<file path="config.mk">
export PLATFORM = sky130hd
export DESIGN_NAME = pipe_stage_skid
export DESIGN_NICKNAME = d
export VERILOG_FILES = /design/src/rtl/pipe_stage_skid.sv
export SDC_FILE = /design/constraint.sdc
export NUM_CORES = 1
export LEC_CHECK = 0
export CAP_MARGIN = 20
export CORE_MARGIN = 1
export CORE_UTILIZATION = 44
export DETAILED_ROUTE_END_ITERATION = 6
export PLACE_DENSITY_LB_ADDON = 0.2
export SLEW_MARGIN = 20
export SYNTH_ARGS = -nofsm -noshare
export SYNTH_HDL_FRONTEND = slang
export SYNTH_SLANG_ARGS = --single-unit
export TNS_END_PERCENT = 100
</file>
<file path="constraint.sdc">
create_clock -name clk_i -period 14.2 [get_ports clk_i]
set_clock_uncertainty 0.05 [all_clocks]
set_input_delay 3.55 -clock clk_i [delete_from_list [all_inputs] [get_ports clk_i]]
set_output_delay 3.55 -clock clk_i [all_outputs]
set_load 0.03 [all_outputs]
</file>
<file path="src/rtl/pipe_stage_skid.sv">
// pipe_stage_skid: inter-stage pipeline register with a valid/ready handshake.
// A main slot drives the outputs; a skid slot absorbs the one extra entry that
// can arrive in the cycle backpressure appears, so in_ready_o can be a flop.
// Control and payload are stored separately: control is forced to BUBBLE in
// the register whenever a slot empties or is flushed, payload simply holds.
// Optional feature: define PIPE_STAGE_STALL_CNT_EN to add stall_cnt_o, a
// saturating count of cycles where an entry is offered but not taken.
module pipe_stage_skid #(
    parameter int                CTRL_W = 8,
    parameter int                DATA_W = 128,
    parameter logic [CTRL_W-1:0] BUBBLE = '0
) (
    input  logic              clk_i,
    input  logic              rst_i,
    input  logic              flush_i,
    input  logic              in_valid_i,
    output logic              in_ready_o,
    input  logic [CTRL_W-1:0] in_ctrl_i,
    input  logic [DATA_W-1:0] in_data_i,
    output logic              out_valid_o,
    input  logic              out_ready_i,
    output logic [CTRL_W-1:0] out_ctrl_o,
    output logic [DATA_W-1:0] out_data_o
`ifdef PIPE_STAGE_STALL_CNT_EN
    ,
    output logic [31:0]       stall_cnt_o
`endif
);

    typedef enum logic [1:0] {
        ST_EMPTY = 2'd0,
        ST_ONE   = 2'd1,
        ST_TWO   = 2'd2
    } state_t;

    // What the main slot loads on the next edge.
    typedef enum logic [1:0] {
        MS_HOLD = 2'd0,
        MS_IN   = 2'd1,
        MS_SKID = 2'd2,
        MS_BUB  = 2'd3
    } main_sel_t;

    state_t    state_q;
    state_t    state_d;
    main_sel_t main_sel;
    logic      ld_skid;
    logic      clr_skid;
    logic      in_ready_q;
    logic      vld_p0;
    logic      accept;
    logic      drain;

    logic [CTRL_W-1:0] main_ctrl_p0;
    logic [DATA_W-1:0] main_data_p0;
    logic [CTRL_W-1:0] skid_ctrl_p1;
    logic [DATA_W-1:0] skid_data_p1;

    assign vld_p0 = (state_q != ST_EMPTY);
    assign accept = in_valid_i & in_ready_q;
    assign drain  = vld_p0 & out_ready_i;

    // Next-state and slot-load decisions; flush overrides every handshake.
    always_comb begin
        state_d  = state_q;
        main_sel = MS_HOLD;
        ld_skid  = 1'b0;
        clr_skid = 1'b0;
        if (flush_i) begin
            state_d = ST_EMPTY;
        end else begin
            case (state_q)
                ST_EMPTY: begin
                    if (accept) begin
                        state_d  = ST_ONE;
                        main_sel = MS_IN;
                    end
                end
                ST_ONE: begin
                    if (accept && drain) begin
                        main_sel = MS_IN;
                    end else if (accept) begin
                        state_d = ST_TWO;
                        ld_skid = 1'b1;
                    end else if (drain) begin
                        state_d  = ST_EMPTY;
                        main_sel = MS_BUB;
                    end
                end
                ST_TWO: begin
                    // in_ready is low here, so only a drain can happen.
                    if (drain) begin
                        state_d  = ST_ONE;
                        main_sel = MS_SKID;
                        clr_skid = 1'b1;
                    end
                end
                default: begin
                    state_d = ST_EMPTY;
                end
            endcase
        end
    end

    // State register plus registered ready, precomputed from the next state.
    always_ff @(posedge clk_i or posedge rst_i) begin
        if (rst_i) begin
            state_q    <= ST_EMPTY;
            in_ready_q <= 1'b1;
        end else begin
            state_q    <= state_d;
            in_ready_q <= (state_d != ST_TWO);
        end
    end

    // ---- main slot (stage p0): drives the outputs ----
    // Main slot: control goes to BUBBLE when emptied/flushed, payload holds.
    always_ff @(posedge clk_i or posedge rst_i) begin
        if (rst_i) begin
            main_ctrl_p0 <= BUBBLE;
            main_data_p0 <= '0;
        end else if (flush_i) begin
            main_ctrl_p0 <= BUBBLE;
        end else begin
            case (main_sel)
                MS_IN: begin
                    main_ctrl_p0 <= in_ctrl_i;
                    main_data_p0 <= in_data_i;
                end
                MS_SKID: begin
                    main_ctrl_p0 <= skid_ctrl_p1;
                    main_data_p0 <= skid_data_p1;
                end
                MS_BUB: begin
                    main_ctrl_p0 <= BUBBLE;
                end
                default: begin
                end
            endcase
        end
    end

    // ---- skid slot (stage p1): second entry caught under backpressure ----
    // Skid slot: captures the overflow entry, returns to BUBBLE when vacated.
    always_ff @(posedge clk_i or posedge rst_i) begin
        if (rst_i) begin
            skid_ctrl_p1 <= BUBBLE;
            skid_data_p1 <= '0;
        end else if (flush_i || clr_skid) begin
            skid_ctrl_p1 <= BUBBLE;
        end else if (ld_skid) begin
            skid_ctrl_p1 <= in_ctrl_i;
            skid_data_p1 <= in_data_i;
        end
    end

    assign in_ready_o  = in_ready_q;
    assign out_valid_o = vld_p0;
    assign out_ctrl_o  = main_ctrl_p0;
    assign out_data_o  = main_data_p0;

`ifdef PIPE_STAGE_STALL_CNT_EN
    logic [31:0] stall_cnt_q;

    // Increment that sticks at all-ones instead of wrapping.
    function automatic logic [31:0] sat_inc(input logic [31:0] cnt);
        if (cnt == 32'hFFFF_FFFF) begin
            return cnt;
        end
        return cnt + 32'd1;
    endfunction

    // Stall counter: counts offered-but-refused cycles; only reset clears it.
    always_ff @(posedge clk_i or posedge rst_i) begin
        if (rst_i) begin
            stall_cnt_q <= '0;
        end else if (vld_p0 && !out_ready_i) begin
            stall_cnt_q <= sat_inc(stall_cnt_q);
        end
    end

    assign stall_cnt_o = stall_cnt_q;
`endif

endmodule
</file>
==> results.toml, run 1 <==
[routing]
vias_per_cell = 5.07
ant_nets = 0
vias = 7792
routed_wl_mm = 26.9
drt-initial-drc-count = 530
first_pass_iters = 7
drt-wirelength-per-cell_um = 17.5
route.detailed.drc = 34

[critical_path]
end_kind = "register"
rrSetupSlack_ps = 10330
critPathLaunchType = "input pin"
critPathKind = "in -> reg"
crit_required_ps = 14590
cp_max_fo = 65
r2r_end = "out_ctrl_o[7]$_DFFE_PP0P_"
r2r-start = "state_q[0]$_DFF_PP0_"
crit_arrival_ps = 7050
crit_path_start = "out_ready_i"
reg2reg_depth = 8
cp-endpoint = "out_ctrl_o[7]$_DFFE_PP0P_"

[clock_tree]
path_clk_slew_ps = 60
cts.htree.levels = 1
cts_buffers = 30
clk-insertion-delay-late_ps = 540
root_buffer = "clkbuf_16"
cts-resized-gates = 0
cts_max_path_buffers = 3
cts_tree = "yes"
cts_sinks = 275
cts_setup_buffers = 0
ctsHoldBuffers = 0

[synth]
synth.top_cell.area_share_pct = 57.9
synth.net_count = 1065
synthTopCellsByArea = "dfrtp_1 58%, mux2i_1 11%, mux2_4 10%, o21ai_0 5.8%, mux2_2 4.6%"
synth-simple-area-share_pct = 5.86
synth_seq_cells = 275
synth_xor_area_share_pct = 0.0740
synth.area.mux_share_pct = 25.5
synth_cell_types = 29
ys_seq_area_share_pct = 58.2
yosysWarnings = 0
synth-compound-area-share_pct = 7.03
syn_area_per_cell_um2 = 12.8
synth_top_family_by_area = "multiplexers"
synth_fa_ha_area_share_pct = 0.317
synthCells = 921
synth_area_um2 = 11800
synth_area_leader_cell = "dfrtp_1"

[power]
seqPwrFrac_pct = 41.4
vdd_ir_drop_max_uv = 100
power.switching_w = 0.000841
p_sw_share_pct = 30.8
power_density_nw_per_um2 = 172
p_leak_nw = 6.89
p_int_w = 0.00189
p_clk_share_pct = 29.6
power_frac_comb_pct = 29.0

[finish]
area_delta_synth_final_pct = 34.0
layout.area.seq_um2 = 6880
multi_input_area_um2 = 4610
final_cell_mix = "278 x clkdlybuf4s50_1, 274 x dfrtp_1, 142 x nand2_1"
fin_area_um2 = 15900
drive_gt1_share_pct = 16.4
fillers = 2123
nNetsFinal = 1322
final_common_cell = "clkdlybuf4s50_1"

[timing]
fin_crit_sh_pct = 46.9
max_freq_ghz = 0.150
rsz0062_at_grt = "false"
whs_ps = 426
setup_viol = 0
final_hold_viol_count = 0
fin_ws_ps = 7550
tightest_slew_ps = 1030
slew_violations = 0
finalSetupTns_ps = 0
min_period_ps = 6650
slew_headroom_pct = 31.1

[grt]
grt_pass1_wl_mm = 44.0
grt_antenna_before_repair = 4
grt.total_usage_pct = 19.7
grt.busiest_layer = "met2"
overflow = 0
use_met3_pct = 6.55
grtUsageMet1_pct = 26.0
grt_max_degree = 150
grt_pass1_vias = 8199
grtUsageMet2_pct = 31.2

[placed_design]
portBuffers = 278
place_hpwl_mm = 17.1
preCtsSetupSlack_ps = 6970
gp_congestion = 0.756
placed_area_um2 = 14800

[floorplanning]
pin_count = 279
dieArea_um2 = 27600
die_w_um = 166
core_um2 = 26200
die_height_um = 166
rows = 59
start_util_pct = 45.2

[run_status]
status = "finished, violations left"
violations = "DRC"

[run]
cap_violations = 0

[worst_hold_path]
hp-class = "reg -> reg"
[metrics by stage]
step / utilization (%) / std cells / power [W]
after floorplan: - / 921 / 0.00160
after CTS: 60.3 / 1534 / 0.00276
after global routing: 60.5 / 1535 / 0.00287
final: 60.5 / 1537 / 0.00273
after global placement: 56.4 / 1480 / 0.00192
after detailed placement: 56.4 / 1480 / 0.00194
[logic make-up after synthesis]
kind of cell | after synthesis
flip-flops | 275
multiplexers | 256
AND/OR/NAND/NOR | 165
AO/OA/AOI/OAI | 157
buffers and inverters | 64
adder cells (fa/ha/maj) | 3
XOR/XNOR | 1
[synth_stat cells]
cell and instances:
mux2_1 1, mux2i_1 128, clkbuf_1 16, and4b_4 1, o2bb2ai_1 1, or2_1 1, buf_1 10, ha_1 3
dfstp_2 1, mux2_2 48, nor2b_1 3, inv_1 2, dfrtp_1 274, a22o_1 8, buf_2 24, a22oi_1 1
nor4_2 1, a21oi_1 9, buf_6 12, and2_1 2, mux2_4 79, nor2_1 3, or3b_2 1, xnor2_1 1
nor3b_1 8, o21ai_0 137, or2_2 2, nand2_1 143, a221oi_2 1
[layout make-up]
cell class / instances / area share, %
well taps: 335 / 2.64
flip-flops and latches: 275 / 43.4
clock buffers: 44 / 5.71
inverters: 2 / 0.126
clock inverters: 10 / 0.852
repair buffers: 287 / 18.1
multi-input cells: 582 / 29.1
diodes: 2 / 0.0316
[worst min-delay path by stage]
stage,from,endpoint,slack [ps],cells past startpoint
after floorplan,skid_data_p1[93]$_DFFE_PP0P_,skid_data_p1[93]$_DFFE_PP0P_,410,1
after global placement,out_data_o[127]$_DFFE_PP0P_,out_data_o[127]$_DFFE_PP0P_,410,2
after detailed placement,out_data_o[121]$_DFFE_PP0P_,out_data_o[121]$_DFFE_PP0P_,420,2
after CTS,out_data_o[121]$_DFFE_PP0P_,out_data_o[121]$_DFFE_PP0P_,430,2
after global routing,out_data_o[9]$_DFFE_PP0P_,out_data_o[9]$_DFFE_PP0P_,450,2
final,out_data_o[105]$_DFFE_PP0P_,out_data_o[105]$_DFFE_PP0P_,430,2
[critical path: stages]
cell and delay, ps:
clkdlybuf4s50_1 630, nor3b_1 490, ha_4 600, buf_4 890, nor4_2 230, or2_2 410, o21ai_0 200
[flip-flops by register name, indices dropped and copies added, names as in the netlist]
register,count
skid_ctrl_p1,8
out_data_o,128
in_ready_o,1
skid_data_p1,128
state_q,2
out_ctrl_o,8
[routing by layer]
metal  up-vias  share of wire (%)
li1       3714                  -
met3        41                8.9
met4         2                2.1
met1      3827                 43
met2       208                 46
met5         -              0.048
[power groups by stage]
stage	registers, W	logic [W]	clock network (W)
2_1_floorplan	0.00133	0.000268	0
3_3_place_gp	0.00113	0.000786	0
6_report	0.00113	0.000794	0.000809
3_5_place_dp	0.00114	0.000799	0
4_1_cts	0.00113	0.000802	0.000829
5_1_grt	0.00116	0.000850	0.000863
(Power assumes the default switching activity.)
==> inputs of run 2 (changes only) <==
==> constraint.sdc (replaced) <==
create_clock -name clk_i -period 6.32 [get_ports clk_i]
set_clock_uncertainty 0.05 [all_clocks]
set_input_delay 1.58 -clock clk_i [delete_from_list [all_inputs] [get_ports clk_i]]
set_output_delay 1.58 -clock clk_i [all_outputs]
set_load 0.03 [all_outputs]
==> run 2 against run 1 <==
  * The run still ends with DRC left
  * Register-to-register slack got worse by 7100 ps
  * Via count shrank 1.0%
  * Clock-buffer cell count unchanged
  * Routed wire length fell by 2.2%
  * Hold slack better by 0.97 ps
  * Flip-flop and latch count did not move
  * Total power increased by 130%
  * Core utilization grew 0.32 points
  * Non-clock buffer count fell by 1
  * Clock power is 140% higher
  * Final cell count stayed put
  * Largest cell class unchanged
==> results.toml, run 2 (synthesis gave the netlist of run 1 again) <==
[run_status]
status = "finished, violations left"
violations = "DRC"

[timing]
rsz0062_at_grt = "false"
finalSetupTns_ps = 0
min_period_ps = 3880
whs_ps = 427
final_hold_viol_count = 0
tightest_slew_ps = 1160
fin_crit_sh_pct = 61.4
slew_violations = 0
setup_viol = 0
slew_headroom_pct = 22.8
max_freq_ghz = 0.258

[grt]
grt.total_usage_pct = 19.4
overflow = 0
grt_pass1_vias = 8054
grt_max_degree = 145
grt_pass1_wl_mm = 43.3
grt_antenna_before_repair = 4

[finish]
final_cell_mix = "278 x clkdlybuf4s50_1, 274 x dfrtp_1, 142 x nand2_1"
area_delta_synth_final_pct = 34.7
fin_util_pct = 60.8
final_common_cell = "clkdlybuf4s50_1"
drive_gt1_share_pct = 16.5
nNetsFinal = 1321
fillers = 2102
fin_area_um2 = 15900

[clock_tree]
cts_tree = "yes"
cts_sinks = 275
cts_setup_buffers = 0
ctsHoldBuffers = 0
path_clk_slew_ps = 60
cts_max_path_buffers = 3
clk-insertion-delay-late_ps = 540
cts_buffers = 30
root_buffer = "clkbuf_16"
cts-resized-gates = 0
cts.htree.levels = 1

[floorplanning]
die_height_um = 166
rows = 59
pin_count = 279
start_util_pct = 45.2
core_um2 = 26200
dieArea_um2 = 27600
die_w_um = 166

[critical_path]
reg2reg_depth = 7
critPathLaunchType = "input pin"
r2r-start = "state_q[1]$_DFF_PP0_"
end_kind = "register"
max_stage_delay_ps = 630
crit_required_ps = 6660
path_cells = "clkdlybuf4s50_1 > nor3b_1 > ha_4 > buf_12 > mux2i_1 > o21ai_0"
critPathKind = "in -> reg"
crit_arrival_ps = 4220
cp_max_fo = 144
rrSetupSlack_ps = 3270
crit_slowest_cell = "clkdlybuf4s50_1"
r2r_end = "out_data_o[64]$_DFFE_PP0P_"

[power]
power_density_nw_per_um2 = 391
vdd_ir_drop_max_uv = 226
p_leak_nw = 6.93

[placed_design]
place_hpwl_mm = 16.2
gp_congestion = 0.752
placed_area_um2 = 14800
portBuffers = 278

[worst_hold_path]
hp-start = "out_data_o[32]$_DFFE_PP0P_"
hold_end = "out_data_o[32]$_DFFE_PP0P_"
hp-class = "reg -> reg"
whs_path_depth = 2

[routing]
vias_per_cell = 5.02
first_pass_iters = 6
ant_nets = 0
drt-initial-drc-count = 440
route.detailed.drc = 19
drt-wirelength-per-cell_um = 17.1
routed_wl_mm = 26.3
vias = 7711

[run]
cap_violations = 0
-- run 2: where the power goes --
group	internal (W)	total (W)	switching (W)
clock network	0.00120	0.00191	0.000706
registers	0.00226	0.00253	0.000264
logic	0.000882	0.00179	0.000910
-- run 2: how the worst max path moves through the flow --
stage | start | endpoint | slack, ps
finish | out_ready_i | out_data_o[64]$_DFFE_PP0P_ | 2440
global route | flush_i | out_data_o[47]$_DFFE_PP0P_ | 2140
CTS | flush_i | out_data_o[49]$_DFFE_PP0P_ | 2450
detailed placement | flush_i | out_data_o[47]$_DFFE_PP0P_ | 1860
global placement | flush_i | out_data_o[40]$_DFFE_PP0P_ | 1950
floorplan | rst_i | out_ctrl_o[0]$_DFFE_PP0P_ | 1050
-- run 2: layer usage --
metal  routed length [µm]  global-route usage (%)
met1                11300                    25.3
met2                12100                    30.7
met3                 2430                    6.65
met4                  474                    5.69
met5                   13                       0
-- run 2: layout make-up --
type / instances / area (µm²) / area share [%]
Antenna cell: 2 / 5.00 / 0.0314
Clock buffer: 44 / 915 / 5.74
Clock inverter: 11 / 183 / 1.15
Inverter: 2 / 11.3 / 0.0707
Multi-Input combinational cell: 582 / 4610 / 29.0
Sequential cell: 275 / 6880 / 43.2
Tap cell: 335 / 419 / 2.63
Timing Repair Buffer: 286 / 2910 / 18.2
-- run 2: worst max-delay path: cells and delay by family --
kind,cells,cell delay (ps)
buffers and inverters,2,1250
AND/OR/NAND/NOR,1,470
multiplexers,1,270
adder cells (fa/ha/maj),1,230
AO/OA/AOI/OAI,1,110
-- run 2: stage by stage --
step                setup WS (ps)  total power [W]  instances
floorplan                    1050          0.00359        921
global placement             1950          0.00431       1480
detailed placement           1860          0.00435       1480
CTS                          2450          0.00629       1535
global route                 2140          0.00654       1537
finish                       2440          0.00622       1537
